$ cat config.mk
export PLATFORM = sky130hd
export DESIGN_NAME = uart_tx_frame
export DESIGN_NICKNAME = d
export VERILOG_FILES = /design/src/rtl/uart_pkg.sv /design/src/rtl/uart_tx_frame.sv
export SDC_FILE = /design/constraint.sdc
export NUM_CORES = 1
export LEC_CHECK = 0
export ABC_AREA = 1
export CORE_UTILIZATION = 65
export CTS_BUF_LIST = sky130_fd_sc_hd__clkbuf_4 sky130_fd_sc_hd__clkbuf_8 sky130_fd_sc_hd__clkbuf_16
export DETAILED_ROUTE_END_ITERATION = 7
export DONT_BUFFER_PORTS = 1
export GPL_ROUTABILITY_DRIVEN = 0
export HOLD_SLACK_MARGIN = 0.03
export MAX_ROUTING_LAYER = met4
export PLACE_DENSITY = 0.79
export SYNTH_ARGS = -nofsm -noshare
export SYNTH_HDL_FRONTEND = slang
export SYNTH_SLANG_ARGS = --single-unit
$ cat constraint.sdc
create_clock -name sys_clk -period 2.2 [get_ports sys_clk]
set_input_delay 0.44 -clock sys_clk [delete_from_list [all_inputs] [get_ports sys_clk]]
set_output_delay 0.44 -clock sys_clk [all_outputs]
set_load 0.05 [all_outputs]
$ cat src/rtl/uart_pkg.sv
`default_nettype none
// ============================================================================
// Module      : uart_pkg
// Description : Definitions shared by the UART transmitter and the matching
//               receiver:
//                 - parity mode constants
//                 - transmit state encoding
//                 - parameter range checks
//                 - parity helper
// Revision    : 1.0 - initial release
// ============================================================================
package uart_pkg;

  // Parity selection values for the PARITY_MODE parameter
  localparam int PARITY_NONE = 0;
  localparam int PARITY_ODD  = 1;
  localparam int PARITY_EVEN = 2;

  // Transmit state. Each state names the bit currently driven on the line.
  typedef enum logic [2:0] {
    TX_IDLE   = 3'd0,
    TX_START  = 3'd1,
    TX_DATA   = 3'd2,
    TX_PARITY = 3'd3,
    TX_STOP   = 3'd4
  } tx_state_e;

  // Legal frame formats, common to transmitter and receiver
  function automatic bit data_bits_ok(input int n);
    return (n >= 5) && (n <= 9);
  endfunction

  function automatic bit parity_mode_ok(input int m);
    return (m == PARITY_NONE) || (m == PARITY_ODD) || (m == PARITY_EVEN);
  endfunction

  function automatic bit stop_bits_ok(input int n);
    return (n == 1) || (n == 2);
  endfunction

  // Parity bit for a data word zero-extended to 9 bits. The zero padding
  // does not disturb the count of ones.
  // Even: the bit makes the total number of ones even (XOR of the data).
  // Odd : the bit makes the total number of ones odd (inverted XOR).
  function automatic logic parity_bit(input logic [8:0] data, input int mode);
    return (mode == PARITY_ODD) ? ~(^data) : (^data);
  endfunction

endpackage
`default_nettype wire

$ cat src/rtl/uart_tx_frame.sv
`default_nettype none
// ============================================================================
// Module      : uart_tx_frame
// Description : UART transmit engine with configurable frame format and a
//               one-entry holding register. A frame waiting in the holding
//               register starts straight after the previous frame's last
//               stop bit, with no idle bit between the two frames.
//
// Parameters  :
//   DATA_BITS   data bits per frame, 5..9, sent LSB first
//   PARITY_MODE 0 none, 1 odd, 2 even
//   STOP_BITS   1 or 2
//
// Ports       :
//   sys_clk    in   system clock, rising edge
//   rst_n      in   asynchronous active-low reset
//   tx_clk_en  in   baud tick, one single-cycle pulse per bit period
//   tx_valid   in   upstream has a word on tx_data
//   tx_data    in   word to send, captured on accept
//   tx_ready   out  holding register empty (accept = tx_valid && tx_ready)
//   tx         out  serial line, idle high
//   tx_busy    out  frame on the line or holding register full
//   tx_done    out  one-cycle pulse when the last stop bit completes
//
// Revision    : 1.0 - initial release
// ============================================================================
module uart_tx_frame
  import uart_pkg::*;
#(
  parameter int DATA_BITS   = 8,
  parameter int PARITY_MODE = 0,
  parameter int STOP_BITS   = 1
) (
  input  logic                 sys_clk,
  input  logic                 rst_n,
  input  logic                 tx_clk_en,
  input  logic                 tx_valid,
  input  logic [DATA_BITS-1:0] tx_data,
  output logic                 tx_ready,
  output logic                 tx,
  output logic                 tx_busy,
  output logic                 tx_done
);

  // --------------------------------------------------------------------------
  // Elaboration-time parameter checks
  // --------------------------------------------------------------------------
  if (!data_bits_ok(DATA_BITS)) begin : g_chk_data_bits
    $error("uart_tx_frame: DATA_BITS must be in 5..9");
  end
  if (!parity_mode_ok(PARITY_MODE)) begin : g_chk_parity_mode
    $error("uart_tx_frame: PARITY_MODE must be 0, 1 or 2");
  end
  if (!stop_bits_ok(STOP_BITS)) begin : g_chk_stop_bits
    $error("uart_tx_frame: STOP_BITS must be 1 or 2");
  end

  localparam int CNT_W = $clog2(DATA_BITS);

  localparam logic [CNT_W-1:0] BIT_LAST  = CNT_W'(DATA_BITS - 1);
  localparam logic             STOP_LAST = 1'(STOP_BITS - 1);
  localparam bit               HAS_PARITY = (PARITY_MODE != PARITY_NONE);

  // --------------------------------------------------------------------------
  // State
  // --------------------------------------------------------------------------
  tx_state_e            state_q;
  logic                 tx_q;
  logic                 done_q;
  logic [DATA_BITS-1:0] shift_q;
  logic                 parity_q;
  logic [CNT_W-1:0]     bit_cnt_q;
  logic                 stop_cnt_q;

  logic                 hold_valid_q, hold_valid_d;
  logic [DATA_BITS-1:0] hold_data_q,  hold_data_d;

  // --------------------------------------------------------------------------
  // Control decodes
  // --------------------------------------------------------------------------
  logic       accept;
  logic       bit_last;
  logic       stop_last;
  logic       load;
  logic [8:0] hold_ext;
  logic       hold_parity;

  // Accept is gated by the registered holding-register flag only, so there
  // is no combinational path from tx_valid to tx_ready.
  assign accept    = tx_valid && !hold_valid_q;
  assign bit_last  = (bit_cnt_q == BIT_LAST);
  assign stop_last = (stop_cnt_q == STOP_LAST);

  // A load takes the held word into the shifter. It happens on a tick when
  // the line is idle, or when the final stop bit completes. Either way the
  // holding register is full, so load and accept can never coincide.
  assign load = tx_clk_en && hold_valid_q &&
                ((state_q == TX_IDLE) || ((state_q == TX_STOP) && stop_last));

  always_comb begin
    hold_ext                = '0;
    hold_ext[DATA_BITS-1:0] = hold_data_q;
  end

  assign hold_parity = parity_bit(hold_ext, PARITY_MODE);

  // --------------------------------------------------------------------------
  // Holding register
  // --------------------------------------------------------------------------
  always_comb begin
    hold_valid_d = hold_valid_q;
    hold_data_d  = hold_data_q;
    if (load) begin
      hold_valid_d = 1'b0;
    end else if (accept) begin
      hold_valid_d = 1'b1;
      hold_data_d  = tx_data;
    end
  end

  always_ff @(posedge sys_clk or negedge rst_n) begin
    if (!rst_n) begin
      hold_valid_q <= 1'b0;
      hold_data_q  <= '0;
    end else begin
      hold_valid_q <= hold_valid_d;
      hold_data_q  <= hold_data_d;
    end
  end

  // --------------------------------------------------------------------------
  // Frame sequencer
  // The line only changes on baud ticks. The bit for the next state is
  // registered straight into tx_q, so the line never glitches.
  // --------------------------------------------------------------------------
  always_ff @(posedge sys_clk or negedge rst_n) begin
    if (!rst_n) begin
      state_q    <= TX_IDLE;
      tx_q       <= 1'b1;
      done_q     <= 1'b0;
      shift_q    <= '0;
      parity_q   <= 1'b0;
      bit_cnt_q  <= '0;
      stop_cnt_q <= 1'b0;
    end else begin
      done_q <= 1'b0;
      case (state_q)
        TX_IDLE: begin
          if (load) begin
            shift_q  <= hold_data_q;
            parity_q <= hold_parity;
            tx_q     <= 1'b0;
            state_q  <= TX_START;
          end else begin
            tx_q <= 1'b1;
          end
        end

        TX_START: begin
          if (tx_clk_en) begin
            tx_q      <= shift_q[0];
            bit_cnt_q <= '0;
            state_q   <= TX_DATA;
          end
        end

        TX_DATA: begin
          if (tx_clk_en) begin
            if (bit_last) begin
              if (HAS_PARITY) begin
                tx_q    <= parity_q;
                state_q <= TX_PARITY;
              end else begin
                tx_q       <= 1'b1;
                stop_cnt_q <= 1'b0;
                state_q    <= TX_STOP;
              end
            end else begin
              // The shifter moves down one place per bit, so the next data
              // bit always sits at index 1 and bit 0 is the one on the line.
              tx_q      <= shift_q[1];
              shift_q   <= shift_q >> 1;
              bit_cnt_q <= bit_cnt_q + 1'b1;
            end
          end
        end

        TX_PARITY: begin
          if (tx_clk_en) begin
            tx_q       <= 1'b1;
            stop_cnt_q <= 1'b0;
            state_q    <= TX_STOP;
          end
        end

        TX_STOP: begin
          if (tx_clk_en) begin
            if (stop_last) begin
              done_q <= 1'b1;
              if (load) begin
                // The next frame's start bit follows with no idle gap
                shift_q  <= hold_data_q;
                parity_q <= hold_parity;
                tx_q     <= 1'b0;
                state_q  <= TX_START;
              end else begin
                tx_q    <= 1'b1;
                state_q <= TX_IDLE;
              end
            end else begin
              stop_cnt_q <= stop_cnt_q + 1'b1;
            end
          end
        end

        // Unused encodings return to a quiet line at once, without waiting
        // for a tick.
        default: begin
          tx_q    <= 1'b1;
          state_q <= TX_IDLE;
        end
      endcase
    end
  end

  // --------------------------------------------------------------------------
  // Outputs
  // --------------------------------------------------------------------------
  assign tx       = tx_q;
  assign tx_done  = done_q;
  assign tx_ready = !hold_valid_q;
  assign tx_busy  = (state_q != TX_IDLE) || hold_valid_q;

endmodule
`default_nettype wire

==> impl_metrics.csv <==
group,metric,value,unit
critical_path,worstPathCellList,"nor2_2 > nand3_1 > buf_4",
critical_path,worstSetupPathType,"register to output pin",
global_route,grt_overflow,0,
pwr,power_density,1450,nW/um2
route,viasPerCell,5.53,
job,maxCapViolCount,0,
clocking,cts_resized,0,
clocking,clk_pin_slew,140,ps
critical_path,crit_path_top_delay_cell,"dfrtp_1",
placed_design,dpl.cell_count,172,
clocking,post_cts_buffers,0,
final_layout,fin_nets,167,
critical_path,critPathRequiredTime,1760,ps
floorplanning,core,1780,um2
floorplanning,rows,15,
final_layout,stdcell_area,1340,um2
logic_synthesis,syn_inst,147,
logic_synthesis,yosysTopAreaCell,"dfrtp_1",
logic_synthesis,synth_common_cells,"62 x nand2_1, 24 x dfrtp_1, 17 x nand3_1, 8 x mux2_2, 7 x inv_1",
logic_synthesis,synthDistinctLibCells,20,
sta,post-route-min-period,1830,ps
global_route,antenna_found_initial,0,
sta,tightest_slew,1080,ps
logic_synthesis,yosys.cell_count.top_type,"nand2_1",
pwr,total_power,0.00194,W
worst_hold_path,min-delay-path-class,"input port to register",
floorplanning,die_y,46.2,um
logic_synthesis,synth_area_per_cell,8.62,um2
status,outcome,"finished, final reports clean",
floorplanning,ioPinCount,16,
critical_path,cp-start-kind,"register",
sta,finalHoldViolations,0,
pwr,ir_worst_vdd,803,uV
sta,setup_tns,0,ps
clocking,hold_buffers,1,
global_route,grt_pass1_vias,934,
floorplanning,die_width,46.2,um
critical_path,max_stage_delay,490,ps
sta,slew_viol_final,0,
sta,rsz0062_at_grt,"no",
critical_path,crit_path_max_fanout,7,
global_route,track_usage,0.259,
placed_design,dp_hpwl,1630,um
final_layout,stdcell_count,177,
sta,slew_headroom,0.277,
sta,skew,5.84,ps
clocking,cts_max_level,1,
critical_path,arrival,1390,ps
clocking,tritoncts,"built",
logic_synthesis,async_flop_share,1.00,
logic_synthesis,seq_area_frac_synth,0.495,
clocking,numCtsBuffers,3,
floorplanning,initial_core_util,0.711,
clocking,clock-sinks,25,
pwr,leakagePower,0.712,nW
clocking,clk_path_buf_depth,2,
placed_design,io_buffer_count,0,
route,drc,0,
logic_synthesis,synth-seq-cells,25,
final_layout,fin_util,0.752,
final_layout,final_layout_size_suffix_gt1_frac,0.171,
critical_path,crit_path_end_kind,"output pin",
clocking,clk_latency,320,ps
route,wl_per_cell,12.8,um
clocking,clockRootBuffer,"clkbuf_4",
global_route,grt_max_degree,26,
logic_synthesis,synthesis.area,1270,um2
route,routed_wl,2260,um
sta,fmax,0.547,GHz
logic_synthesis,synth.area.top_cells,"dfrtp_1 47%, nand2_1 18%, mux2_2 7.1%, nand3_1 6.7%, nand2_4 3.6%",
route,dr.pass1.iters,4,
placed_design,postPlaceCellArea,1300,um2
final_layout,antenna_cells,0,
route,drtIter0Drc,22,
final_layout,syn_to_final_growth,5.73,%
logic_synthesis,synth_edf_count,0,
route,ant_nets,0,
logic_synthesis,syn-num-nets,161,
sta,setup_viol,0,
logic_synthesis,synth_ff_type,"dfrtp_1",
route,dr_total_vias,978,
floorplanning,die_area,2130,um2
global_route,grt_pass1_wl,3840,um
sta,period_share,0.831,
logic_synthesis,yosysWarningCount,0,
logic_synthesis,yosysTopAreaCellShare,0.474,
through the flow:
step | hold slack, ps | setup slack (ps)
after global placement | 145 | 741
after floorplan | 144 | 534
final | 225 | 371
after global routing | 215 | 280
after detailed placement | 145 | 744
after CTS | 229 | 378
final cells by class:
class / instances / area [um2]
Sequential cell: 25 / 627
Multi-Input combinational cell: 112 / 599
Fill cell: 117 / 443
Tap cell: 25 / 31.3
Inverter: 8 / 30.0
Timing Repair Buffer: 3 / 25.0
Clock buffer: 3 / 22.5
Clock inverter: 1 / 5.00
worst max-delay path: cells and delay by family (launching register included):
family / cells / cell delay (ps)
DFF: 1 / 490
and+or+nand+nor: 2 / 370
buffers and inverters: 1 / 200
worst paths after layout:
| check | to | from | cells after the start | slack (ps) |
|---|---|---|---|---|
| max | tx_busy | state_q[0]$_DFFE_PN0P_ | 3 | 370 |
| min | hold_valid_q$_DFFE_PN0P_ | tx_valid | 1 | 220 |
| max reg2reg | shift_q[5]$_DFFE_PN0P_ | state_q[2]$_DFFE_PN0P_ | 8 | 710 |
| min reg2reg | shift_q[7]$_DFFE_PN0P_ | shift_q[7]$_DFFE_PN0P_ | 2 | 500 |
| max in group asynchronous | shift_q[3]$_DFFE_PN0P_ | rst_n | 1 | 800 |
| min in group asynchronous | state_q[1]$_DFFE_PN0P_ | rst_n | 1 | 750 |
where the power goes:
group          total (W)  internal [W]  switching [W]
Sequential      0.000852      0.000666       0.000186
Clock           0.000206     0.0000680       0.000138
Combinational   0.000886      0.000326       0.000561
layer usage:
| metal | track usage | part of all wire |
|---|---|---|
| met1 | 0.355 | 0.45 |
| met2 | 0.408 | 0.48 |
| met3 | 0.0471 | 0.066 |
| met4 | 0.0412 | 0.0044 |
| met5 | - | 0 |
layout by cell type (no fill, tap or decap), types with 2 or more instances in the layout:
| master | n |
|---|---|
| mux2_2 | 8 |
| ha_1 | 2 |
| nor2_1 | 3 |
| o21ai_0 | 2 |
| nor2_2 | 2 |
| inv_1 | 7 |
| buf_4 | 2 |
| clkbuf_4 | 3 |
| nand2_1 | 62 |
| nand2_2 | 3 |
| nand3_1 | 17 |
| nand4_1 | 3 |
| dfrtp_1 | 24 |
| nand3b_1 | 3 |
| nand2_4 | 4 |
logic make-up after synthesis:
logic type	after synthesis	synth area share
AOI/OAI and AO/OA	4	0.0207
and+or+nand+nor	98	0.361
DFF	25	0.495
buffers and inverters	10	0.0326
adders and majority gates	2	0.0197
muxes	8	0.0711
state kept, by name, summed over array words and instances, names as in the netlist:
signal	flops
state_q	3
tx_done	1
bit_cnt_q	3
shift_q	8
hold_valid_q	1
tx	1
hold_data_q	8
No activity file was read; power rests on OpenSTA's default activity.
